===== config.mk =====
export PLATFORM = sky130hd
export DESIGN_NAME = fetch_unit
export DESIGN_NICKNAME = d
export VERILOG_FILES = /design/src/rtl/fetch_unit.sv
export SDC_FILE = /design/constraint.sdc
export NUM_CORES = 1
export LEC_CHECK = 0
export ABC_AREA = 0
export BUFFER_PORTS_ARGS = -buffer_cell sky130_fd_sc_hd__buf_2
export CAP_MARGIN = 20
export CORE_MARGIN = 3
export CORE_UTILIZATION = 40
export CTS_CLUSTER_SIZE = 40
export DETAILED_ROUTE_END_ITERATION = 12
export SLEW_MARGIN = 10
export SYNTH_ARGS = -nofsm -noshare
export SYNTH_HDL_FRONTEND = slang
export SYNTH_HIERARCHICAL = 1
export SYNTH_SLANG_ARGS = --single-unit

===== constraint.sdc =====
create_clock -name clk -period 5.4 [get_ports clk]
set_input_delay 0.27 -clock clk [delete_from_list [all_inputs] [get_ports clk]]
set_output_delay 0.27 -clock clk [all_outputs]
set_load 0.1 [all_outputs]

===== src/rtl/fetch_unit.sv =====
// Instruction fetch sequencer: owns the PC, captures {pc, instr} into a prefetch FIFO, handles redirect flush.
// Latency: address presented in cycle N appears on out_* in N+1; redirect target appears in N+2.
// Backpressure: out_ready low fills the FIFO in DEPTH cycles, after which the PC holds; fetch_en low only stops new fetches.
//
// Ports: clk/reset (async active-high); fetch_en gates new fetches; imem_addr/imem_instr talk to the
// combinational instruction memory; redirect/redirect_pc load a new PC and flush; out_valid/out_ready/
// out_instr/out_pc are the decode-side handshake; align_err pulses for one cycle on a misaligned redirect.

// Generic FIFO: DEPTH-entry ring buffer with synchronous flush.
// Latency: written word is visible at the head the cycle after the write.
// Backpressure: the writer must only assert wr_vld when !full or when the head is popped in the same cycle.
module fifo #(
    parameter int WIDTH = 64,
    parameter int DEPTH = 2
) (
    input  logic             clk,
    input  logic             rst,
    input  logic             flush,
    input  logic             wr_vld,
    input  logic [WIDTH-1:0] wr_dat,
    input  logic             rd_rdy,
    output logic             rd_vld,
    output logic [WIDTH-1:0] rd_dat,
    output logic             full
);
    localparam int AW = $clog2(DEPTH);
    localparam int CW = AW + 1;

    logic [WIDTH-1:0] mem [DEPTH];
    logic [AW-1:0]    wr_ptr;
    logic [AW-1:0]    rd_ptr;
    logic [CW-1:0]    count;
    logic             pop;

    assign rd_vld = (count != '0);
    assign full   = (count == CW'(DEPTH));
    assign rd_dat = mem[rd_ptr];
    assign pop    = rd_vld & rd_rdy;

    // Flush wins over both push and pop; pointers wrap naturally since DEPTH is a power of two.
    always_ff @(posedge clk or posedge rst) begin
        if (rst) begin
            wr_ptr <= '0;
            rd_ptr <= '0;
            count  <= '0;
        end else if (flush) begin
            wr_ptr <= '0;
            rd_ptr <= '0;
            count  <= '0;
        end else begin
            if (wr_vld) wr_ptr <= wr_ptr + 1'b1;
            if (pop)    rd_ptr <= rd_ptr + 1'b1;
            case ({wr_vld, pop})
                2'b10:   count <= count + 1'b1;
                2'b01:   count <= count - 1'b1;
                default: count <= count;
            endcase
        end
    end

    // Storage is intentionally not reset.
    always_ff @(posedge clk) begin
        if (wr_vld && !flush) mem[wr_ptr] <= wr_dat;
    end
endmodule

module fetch_unit #(
    parameter logic [31:0] RESET_PC = 32'h0000_0000,
    parameter int          DEPTH    = 2
) (
    input  logic        clk,
    input  logic        reset,
    input  logic        fetch_en,
    output logic [31:0] imem_addr,
    input  logic [31:0] imem_instr,
    input  logic        redirect,
    input  logic [31:0] redirect_pc,
    output logic        out_valid,
    input  logic        out_ready,
    output logic [31:0] out_instr,
    output logic [31:0] out_pc,
    output logic        align_err
);
    typedef struct packed {
        logic [31:0] pc;
        logic [31:0] instr;
    } entry_t;

    logic [31:0] pc;
    entry_t      wr_ent;
    entry_t      rd_ent;
    logic        fifo_full;
    logic        pop;
    logic        fetch_vld;

    assign imem_addr = pc;
    assign pop       = out_valid & out_ready;
    // A full FIFO can still take a fetch when the head leaves in the same cycle.
    assign fetch_vld = fetch_en & ~redirect & (~fifo_full | pop);
    assign wr_ent    = '{pc: pc, instr: imem_instr};
    assign out_instr = rd_ent.instr;
    assign out_pc    = rd_ent.pc;

    fifo #(
        .WIDTH ($bits(entry_t)),
        .DEPTH (DEPTH)
    ) u_fifo (
        .clk    (clk),
        .rst    (reset),
        .flush  (redirect),
        .wr_vld (fetch_vld),
        .wr_dat (wr_ent),
        .rd_rdy (out_ready),
        .rd_vld (out_valid),
        .rd_dat (rd_ent),
        .full   (fifo_full)
    );

    // Redirect loads a word-aligned target even while fetch is disabled.
    always_ff @(posedge clk or posedge reset) begin
        if (reset) begin
            pc        <= RESET_PC;
            align_err <= 1'b0;
        end else begin
            align_err <= redirect & (|redirect_pc[1:0]);
            if (redirect)
                pc <= {redirect_pc[31:2], 2'b00};
            else if (fetch_vld)
                pc <= pc + 32'd4;
        end
    end
endmodule


==> flow_metrics.env, run 1 <==
export IMPL_first_global_vias=4390
export IMPL_htree_levels=4
export IMPL_finalNetCount=690
export IMPL_routed_wirelength_um=15400
export IMPL_arrival_ns=3.00
export IMPL_drtIter0Drc=236
export IMPL_timing_reg2reg_setup_slack_ns=2.49
export IMPL_io_buffer_count=164
export IMPL_diodes=0
export IMPL_gp_congestion=0.783
export IMPL_power_share_sequential_pct=46.0
export IMPL_hold_buffers=1
export IMPL_syn_avg_cell_area_um2=15.7
export IMPL_fmax_ghz=0.344
export IMPL_drv_cap=0
export IMPL_dieArea_um2=19200
export IMPL_crit_path_start_kind="flop"
export IMPL_instances_no_fill=853
export IMPL_seqCellArea_um2=4720
export IMPL_wl_per_cell_um=18.0
export IMPL_cp_end_kind="flop"
export IMPL_hold_end="u_fifo/mem[1][31]"
export IMPL_ys_async_sr_fraction_pct=21.5
export IMPL_ir_worst_vdd_mv=0.218
export IMPL_clk_latency_ns=0.41
export IMPL_areaGrowthSynthToFinish_pct=23.3
export IMPL_power_uw=3200
export IMPL_setup_violations=0
export IMPL_hold_start="imem_instr[31]"
export IMPL_leakage_uw=0.00335
export IMPL_slew_headroom_pct=38.0
export IMPL_layout_commonest_cell="buf_2"
export IMPL_dp_cells=818
export IMPL_coreArea_um2=16900
export IMPL_yosys_cell_types_count=48
export IMPL_postCtsResizedCells=0
export IMPL_combPwrFrac_pct=19.2
export IMPL_p_clk_share_pct=34.8
export IMPL_pwr_density_cell_nw_per_um2=370
export IMPL_grt_pass1_wl_um=24000
export IMPL_synth_edf_count=128
export IMPL_cts_buffer_depth=2
export IMPL_die_x_um=138
export IMPL_start_util_pct=41.6
export IMPL_vias=4382
export IMPL_r2r_start="u_fifo/count[1]"
export IMPL_die_y_um=138
export IMPL_grt_use_met2_pct=25.8
export IMPL_worstPathRequired_ns=5.49
export IMPL_worst_clock_skew_ns=0.00796
export IMPL_cts_setup_buffers=0
export IMPL_ys_ff_latch=163
export IMPL_worstRegToRegCells=8
export IMPL_switchingPower_uw=1020
export IMPL_critical_path_peak_fanout=28
export IMPL_cts_root_buf="clkbuf_16"
export IMPL_antenna_found_initial=0
export IMPL_p_int_uw=2180
export IMPL_min_period_ns=2.91
export IMPL_sw_frac_of_total_pct=31.8
export IMPL_syn_inst=447
export IMPL_grt_use_total_pct=15.9
export IMPL_final_cell_mix="buf_2 (164), edfxtp_1 (128), mux2_4 (50), dfrtp_1 (34), nor2_1 (23)"
export IMPL_finalSetupTns_ns=0
export IMPL_use_met1_pct=20.9
export IMPL_ant_nets=0
export IMPL_reg2reg_to="u_fifo/mem[1][26]"
export IMPL_post_dp_hpwl_um=10900
export IMPL_drt_pass1_iterations=4
export IMPL_cts_tree="done"
export IMPL_drc_errors=0
export IMPL_syn_area_um2=7010
export IMPL_finalMaxSlewViolations=0
export IMPL_yosysWarnings=6
export IMPL_multi_input_comb_area_um2=2130
export IMPL_path_clk_slew_ns=0.06
export IMPL_status="finished, final reports clean"
export IMPL_hold_class="in -> reg"
export IMPL_synth_ff_type="edfxtp_1"
export IMPL_ys_seq_area_share_pct=67.3
export IMPL_drive_gt1_share_pct=43.9
export IMPL_ios=167
export IMPL_worstMarginPinSlew_ns=0.929
export IMPL_viasPerCell=5.14
export IMPL_top_usage_layer="met2"
export IMPL_startpoint="u_fifo/count[1]"
export IMPL_grt_max_degree=42
export IMPL_clkSinkCount=163
export IMPL_rows=47
export IMPL_gr_usage_met3_pct=4.56
export IMPL_fin_crit_sh_pct=53.8
export IMPL_hold_viol_final=0
export IMPL_rsz0062_at_grt="no"
export IMPL_fill_cells=1466
export IMPL_gr_total_overflow=0
export IMPL_hold_depth=1
export IMPL_path_class="reg -> reg"
export IMPL_final_util_pct=51.3
export IMPL_cts_made_buffers=17
==> cells in the mapped netlist, types with 4 or more instances <==
cell type / count / area [um^2]
mux2_4: 50 / 751
or3_1: 5 / 31.3
dfrtp_1: 35 / 876
o21ai_0: 15 / 75.1
buf_6: 8 / 90.1
and3_1: 5 / 31.3
nand3_1: 11 / 55.1
xor2_1: 8 / 70.1
inv_1: 7 / 26.3
o31ai_1: 13 / 97.6
clkbuf_1: 8 / 30.0
mux2_2: 14 / 158
nand2_1: 21 / 78.8
a31oi_1: 15 / 93.8
buf_4: 5 / 37.5
edfxtp_1: 128 / 3840
nor2_1: 25 / 93.8
nor2b_1: 4 / 25.0
mux2i_1: 4 / 40.0
and4_1: 4 / 35.0
nand4_1: 10 / 62.6
or4_1: 14 / 105
==> critical path, stage by stage, from the launching register on <==
cell and delay, ns:
dfrtp_1 0.41, nor2b_2 0.18, a21bo_1 0.37, nand2_1 0.16, nor2_1 0.34, nand2b_1 0.25, nor2_4 0.31, buf_12 0.25
buf_4 0.30
==> layer usage <==
metal  up-vias  wire length [um]
li1       2073                 -
met1      2155              6800
met2       143              7550
met3        11               887
met4         0               129
met5         -                 0
==> state kept, by name (all words and copies together) (netlist names) <==
register       flops
u_fifo/mem       128
imem_addr         30
u_fifo/count       2
align_err          1
u_fifo/rd_ptr      1
u_fifo/wr_ptr      1
==> cells by family (layout without fill, tap and decap cells) <==
| logic type | after synthesis | in the layout | synth area share [%] |
|---|---|---|---|
| other | 1 | 6 | 0.0535 |
| buffers and inverters | 31 | 212 | 2.84 |
| DFF | 163 | 163 | 67.3 |
| AOI/OAI and AO/OA | 56 | 56 | 5.24 |
| adders and majority gates | 1 | 1 | 0.178 |
| xor gates and xnor gates | 11 | 11 | 1.37 |
| muxes | 68 | 68 | 13.5 |
| and+or+nand+nor | 116 | 116 | 9.51 |
==> worst max-delay path by stage <==
stage                             end  slack [ns]  depth (start not counted)
finish              u_fifo/mem[1][26]        2.49                          8
global route        u_fifo/mem[0][28]        2.28                          7
CTS                 u_fifo/mem[1][22]        2.02                          7
detailed placement  u_fifo/mem[1][22]        2.04                          7
global placement    u_fifo/mem[1][22]        2.18                          7
floorplan            u_fifo/mem[0][0]        0.55                          7
==> area by class of cell <==
cell class / count / area share, %
clock buffers: 19 / 5.12
clock inverters: 13 / 1.27
inverters: 7 / 0.304
multi-input cells: 258 / 24.6
flip-flops and latches: 163 / 54.6
well taps: 220 / 3.18
repair buffers: 173 / 10.9
==> power groups by stage <==
stage | Sequential [uW] | Clock [uW] | Combinational [uW]
2_1_floorplan | 1650 | 0 | 346
6_report | 1480 | 1110 | 616
5_1_grt | 1480 | 1190 | 641
3_5_place_dp | 1500 | 0 | 617
3_3_place_gp | 1510 | 0 | 603
4_1_cts | 1480 | 1140 | 618
==> stage by stage <==
step	setup WS [ns]	hold WS [ns]	instance area, um^2
2_1_floorplan	0.546	0.0361	7030
3_3_place_gp	2.18	0.184	8010
3_5_place_dp	2.04	0.189	8040
4_1_cts	2.02	0.0249	8600
5_1_grt	2.28	0.0262	8650
6_report	2.49	0.0476	8650
(Power assumes the default switching activity.)
==> inputs of run 2 (changes only) <==
==> constraint.sdc (replaced) <==
create_clock -name clk -period 2.9 [get_ports clk]
set_input_delay 0.145 -clock clk [delete_from_list [all_inputs] [get_ports clk]]
set_output_delay 0.145 -clock clk [all_outputs]
set_load 0.1 [all_outputs]
==> flow_metrics.env, run 2 (synthesis gave the netlist of run 1 again) <==
export IMPL_whs_ns=0.0245
export IMPL_hold_class="in -> reg"
export IMPL_areaGrowthSynthToFinish_pct=32.9
export IMPL_first_global_vias=4713
export IMPL_arrival_ns=2.48
export IMPL_dieArea_um2=19200
export IMPL_crit_family="simple AND/OR/NAND/NOR gates"
export IMPL_cts_root_buf="clkbuf_16"
export IMPL_finalSetupTns_ns=0
export IMPL_worstMarginPinSlew_ns=0.683
export IMPL_ir_worst_vdd_mv=0.422
export IMPL_die_x_um=138
export IMPL_critical_path_peak_fanout=25
export IMPL_cp_end_kind="flop"
export IMPL_worst_clock_skew_ns=0.00703
export IMPL_finalNetCount=749
export IMPL_hold_end="imem_addr[28]"
export IMPL_drtIter0Drc=277
export IMPL_dp_cells=820
export IMPL_drt_pass1_iterations=4
export IMPL_grt_max_degree=42
export IMPL_viasPerCell=5.03
export IMPL_instances_no_fill=913
export IMPL_slowest_stage="dfrtp_1"
export IMPL_vias=4593
export IMPL_slew_headroom_pct=54.5
export IMPL_final_cell_mix="buf_2 (164), edfxtp_1 (128), dlygate4sd3_1 (60), mux2_4 (50), dfrtp_1 (34)"
export IMPL_crit_path_cell_trace="nor2b_2, a21bo_1, nand2_1, nor2_4, nand2b_1, nor2_4, buf_4"
export IMPL_timing_reg2reg_setup_slack_ns=0.49
export IMPL_cts_setup_buffers=0
export IMPL_gp_congestion=0.788
export IMPL_hold_start="redirect_pc[28]"
export IMPL_drive_gt1_share_pct=39.7
export IMPL_path_class="reg -> reg"
export IMPL_post_dp_hpwl_um=10800
export IMPL_reg2reg_to="u_fifo/mem[1][6]"
export IMPL_largest_reg_flops=128
export IMPL_worstRegToRegCells=7
export IMPL_ant_nets=0
export IMPL_grt_pass1_wl_um=24900
export IMPL_status="finished, final reports clean"
export IMPL_htree_levels=4
export IMPL_fmax_ghz=0.414
export IMPL_coreArea_um2=16900
export IMPL_cts_made_buffers=17
export IMPL_clkSinkCount=163
export IMPL_pre_cts_ws_ns=0.481
export IMPL_wl_per_cell_um=17.0
export IMPL_slowest_delay_ns=0.42
export IMPL_setup_violations=0
export IMPL_crit_buf_inv=1
export IMPL_finalMaxSlewViolations=0
export IMPL_cpMostUsedCell="nor2_4"
export IMPL_routed_wirelength_um=15500
export IMPL_power_uw=6350
export IMPL_r2r_start="u_fifo/count[1]"
export IMPL_fin_ws_ns=0.486
export IMPL_pwr_density_cell_nw_per_um2=681
export IMPL_start_util_pct=41.6
export IMPL_fin_crit_sh_pct=83.2
export IMPL_grt_use_total_pct=16.4
export IMPL_cts_buffer_depth=2
export IMPL_clk_latency_ns=0.41
export IMPL_fill_cells=1388
export IMPL_rows=47
export IMPL_path_clk_slew_ns=0.06
export IMPL_die_y_um=138
export IMPL_rsz0062_at_grt="no"
export IMPL_ios=167
export IMPL_cts_tree="done"
export IMPL_hold_viol_final=0
export IMPL_gr_total_overflow=0
export IMPL_crit_path_start_kind="flop"
export IMPL_worstPathRequired_ns=2.97
export IMPL_antenna_found_initial=0
export IMPL_largest_register="u_fifo/mem"
export IMPL_drv_cap=0
export IMPL_leakage_uw=0.00363
export IMPL_hold_depth=3
export IMPL_layout_commonest_cell="buf_2"
export IMPL_io_buffer_count=164
export IMPL_min_period_ns=2.41
export IMPL_drc_errors=0
run 2: changes by cell type in the layout (fill, tap and decap cells not counted), moves of 2 or more:
cell	change
clkinvlp_4	-2
buf_12	+2
dlygate4sd3_1	+59
bufinv_16	+4
clkinv_2	-5
buf_16	-2
clkinv_1	+4
run 2: power breakdown:
group	leakage, uW	internal (uW)	switching, uW
clock	0.000311	1530	874
combinational	0.00175	287	922
sequential	0.00157	2630	108
total	0.00363	4450	1900
run 2: worst min-delay path: stages:
cell and delay (ns):
buf_2 0.09, a22oi_1 0.08, o211ai_1 0.08
run 2: layout make-up:
type                            instances  area (um^2)  area share, %
Antenna cell                            1         2.50         0.0268
Clock buffer                           18          429           4.60
Clock inverter                         14          208           2.23
Inverter                                7         26.3          0.282
Multi-Input combinational cell        258         2140           22.9
Sequential cell                       163         4720           50.7
Tap cell                              220          275           2.95
Timing Repair Buffer                  232         1520           16.3
run 2: worst max path at each step:
stage	start	end	slack, ns	cells past startpoint
6_report	u_fifo/count[1]	u_fifo/mem[1][6]	0.49	7
5_1_grt	u_fifo/count[1]	u_fifo/mem[0][59]	0.33	7
4_1_cts	u_fifo/count[1]	u_fifo/mem[0][53]	0.47	7
3_5_place_dp	u_fifo/count[1]	u_fifo/mem[0][48]	0.48	7
3_3_place_gp	u_fifo/count[1]	u_fifo/mem[0][47]	0.55	7
2_1_floorplan	u_fifo/count[0]	u_fifo/mem[0][0]	0.006	7
run 2: timing repair:
action,CTS,global route
resized for setup,0,0
endpoints found under the hold margin,107,0
hold buffers,60,0
run 2: metal layers:
layer / share of wire, % / vias to the layer above / track usage [%]
met5: 0 / - / 0
met4: 1.1 / 0 / 4.94
met3: 6.4 / 15 / 4.66
met2: 50 / 154 / 27.7
met1: 42 / 2241 / 20.8
li1: - / 2183 / -
run 2: metrics by stage:
stage	util (%)	cell area, um^2
after floorplan	-	7060
after detailed placement	47.9	8080
after CTS	55.2	9320
after global routing	55.2	9320
final	55.2	9320
after global placement	47.9	8080
==> inputs of run 3 (changes only) <==
==> constraint.sdc (replaced) <==
create_clock -name clk -period 2.5 [get_ports clk]
set_input_delay 0.125 -clock clk [delete_from_list [all_inputs] [get_ports clk]]
set_output_delay 0.125 -clock clk [all_outputs]
set_load 0.1 [all_outputs]
==> flow_metrics.env, run 3 (synthesis gave the netlist of run 1 again) <==
export IMPL_status="finished, final reports clean"
export IMPL_combPwrFrac_pct=19.4
export IMPL_grt_pass1_wl_um=25300
export IMPL_rsz0062_at_grt="no"
export IMPL_coreArea_um2=16900
export IMPL_worstPathRequired_ns=2.83
export IMPL_worstRegToRegCells=5
export IMPL_met1_length_um=7090
export IMPL_io_buffer_count=164
export IMPL_finalSetupTns_ns=0
export IMPL_wl_per_cell_um=17.2
export IMPL_fill_cells=1387
export IMPL_arrival_ns=2.65
export IMPL_path_class="reg -> reg"
export IMPL_final_util_pct=55.5
export IMPL_layout_cell_area_non_filler_um2=9360
export IMPL_die_x_um=138
export IMPL_diodes=0
export IMPL_dieArea_um2=19200
export IMPL_timing_reg2reg_setup_slack_ns=0.18
export IMPL_first_global_vias=4590
export IMPL_hold_class="in -> reg"
export IMPL_sw_frac_of_total_pct=30.6
export IMPL_gp_congestion=0.783
export IMPL_largest_reg_flops=128
export IMPL_drive_gt1_share_pct=39.9
export IMPL_grt_max_degree=46
export IMPL_layout_commonest_cell="buf_2"
export IMPL_cp_end_kind="flop"
export IMPL_power_share_sequential_pct=43.6
export IMPL_topRoutingLayerUsed="met5"
export IMPL_final_cell_mix="buf_2 (164), edfxtp_1 (128), dlygate4sd3_1 (64), mux2_4 (50), dfrtp_1 (34)"
export IMPL_areaGrowthSynthToFinish_pct=33.4
export IMPL_routed_wirelength_um=15800
export IMPL_drc_errors=0
export IMPL_hold_viol_final=0
export IMPL_clkSinkCount=163
export IMPL_placed_area_um2=8110
export IMPL_cts_setup_buffers=0
export IMPL_crit_path_start_kind="flop"
export IMPL_multi_input_comb_area_um2=2150
export IMPL_cts_buffer_depth=2
export IMPL_pwr_density_cell_nw_per_um2=780
export IMPL_cts_tree="done"
export IMPL_clk_latency_ns=0.42
export IMPL_post_dp_hpwl_um=10800
export IMPL_finalNetCount=754
export IMPL_fmax_ghz=0.431
export IMPL_htree_levels=4
export IMPL_die_y_um=138
export IMPL_gr_total_overflow=0
export IMPL_hold_depth=3
export IMPL_worstMarginPinSlew_ns=0.702
export IMPL_slew_headroom_pct=53.2
export IMPL_p_int_uw=5070
export IMPL_met2WireLength_um=7590
export IMPL_rows=47
export IMPL_min_period_ns=2.32
export IMPL_critical_path_peak_fanout=12
export IMPL_grt_use_total_pct=16.6
export IMPL_p_clk_share_pct=37.0
export IMPL_vias=4659
export IMPL_routed_wl_met3_um=905
export IMPL_ir_worst_vdd_mv=0.478
export IMPL_drt_pass1_iterations=4
export IMPL_ant_nets=0
export IMPL_fin_crit_sh_pct=92.7
export IMPL_cts_made_buffers=17
export IMPL_finalMaxSlewViolations=0
export IMPL_start_util_pct=41.6
export IMPL_viasPerCell=5.08
export IMPL_seqCellArea_um2=4720
export IMPL_worst_clock_skew_ns=0.00810
export IMPL_postCtsResizedCells=0
export IMPL_drv_cap=0
export IMPL_antenna_found_initial=1
export IMPL_largest_register="u_fifo/mem"
export IMPL_cts_root_buf="clkbuf_16"
export IMPL_drtIter0Drc=342
export IMPL_whs_ns=0.0381
export IMPL_leakage_uw=0.00364
export IMPL_setup_violations=0
export IMPL_power_uw=7300
export IMPL_switchingPower_uw=2230
export IMPL_path_clk_slew_ns=0.06
export IMPL_ios=167
run 3: power groups by stage:
stage          clock (uW)  combinational, uW  sequential (uW)
5_1_grt              2890               1480             3200
3_3_place_gp            0               1340             3230
6_report             2700               1420             3180
3_5_place_dp            0               1350             3240
4_1_cts              2760               1430             3180
2_1_floorplan           0                755             3560
run 3: layer usage:
| layer | vias up | GRT usage (%) |
|---|---|---|
| li1 | 2193 | - |
| met1 | 2308 | 22.9 |
| met2 | 139 | 26.1 |
| met3 | 17 | 4.80 |
| met4 | 2 | 4.11 |
| met5 | - | 0 |
run 3: area by class of cell:
cell class / instances / share of cell area (%)
flip-flops and latches: 163 / 50.5
multi-input cells: 258 / 23.0
repair buffers: 237 / 16.7
clock buffers: 19 / 4.63
well taps: 220 / 2.94
clock inverters: 13 / 1.94
inverters: 7 / 0.281
run 3: worst paths after layout:
| check | startpoint | endpoint |
|---|---|---|
| max in group asynchronous | reset | imem_addr[25] |
| hold / removal | redirect_pc[31] | imem_addr[31] |
| hold reg to reg | imem_addr[21] | u_fifo/mem[1][53] |
| min in group asynchronous | reset | u_fifo/rd_ptr |
| setup reg to reg | u_fifo/count[1] | imem_addr[17] |
| setup / recovery | u_fifo/count[1] | imem_addr[17] |
run 3: stage by stage:
step,instances,worst slack [ns]
global route,917,0.0633
floorplan,452,-0.252
finish,917,0.181
detailed placement,821,0.226
global placement,821,0.331
CTS,917,0.198
run 3: what timing repair did:
item                                    in CTS  in global routing
endpoints found under the hold margin      111                  0
endpoints found under the setup margin       0                  0
hold buffers                                64                  0
run 3: critical path, cell delays in order, from the launching register on:
cell,delay (ns)
dfrtp_1,0.43
nor2b_2,0.19
a21bo_1,0.41
nand3_1,0.41
or4_1,0.61
a31oi_1,0.18
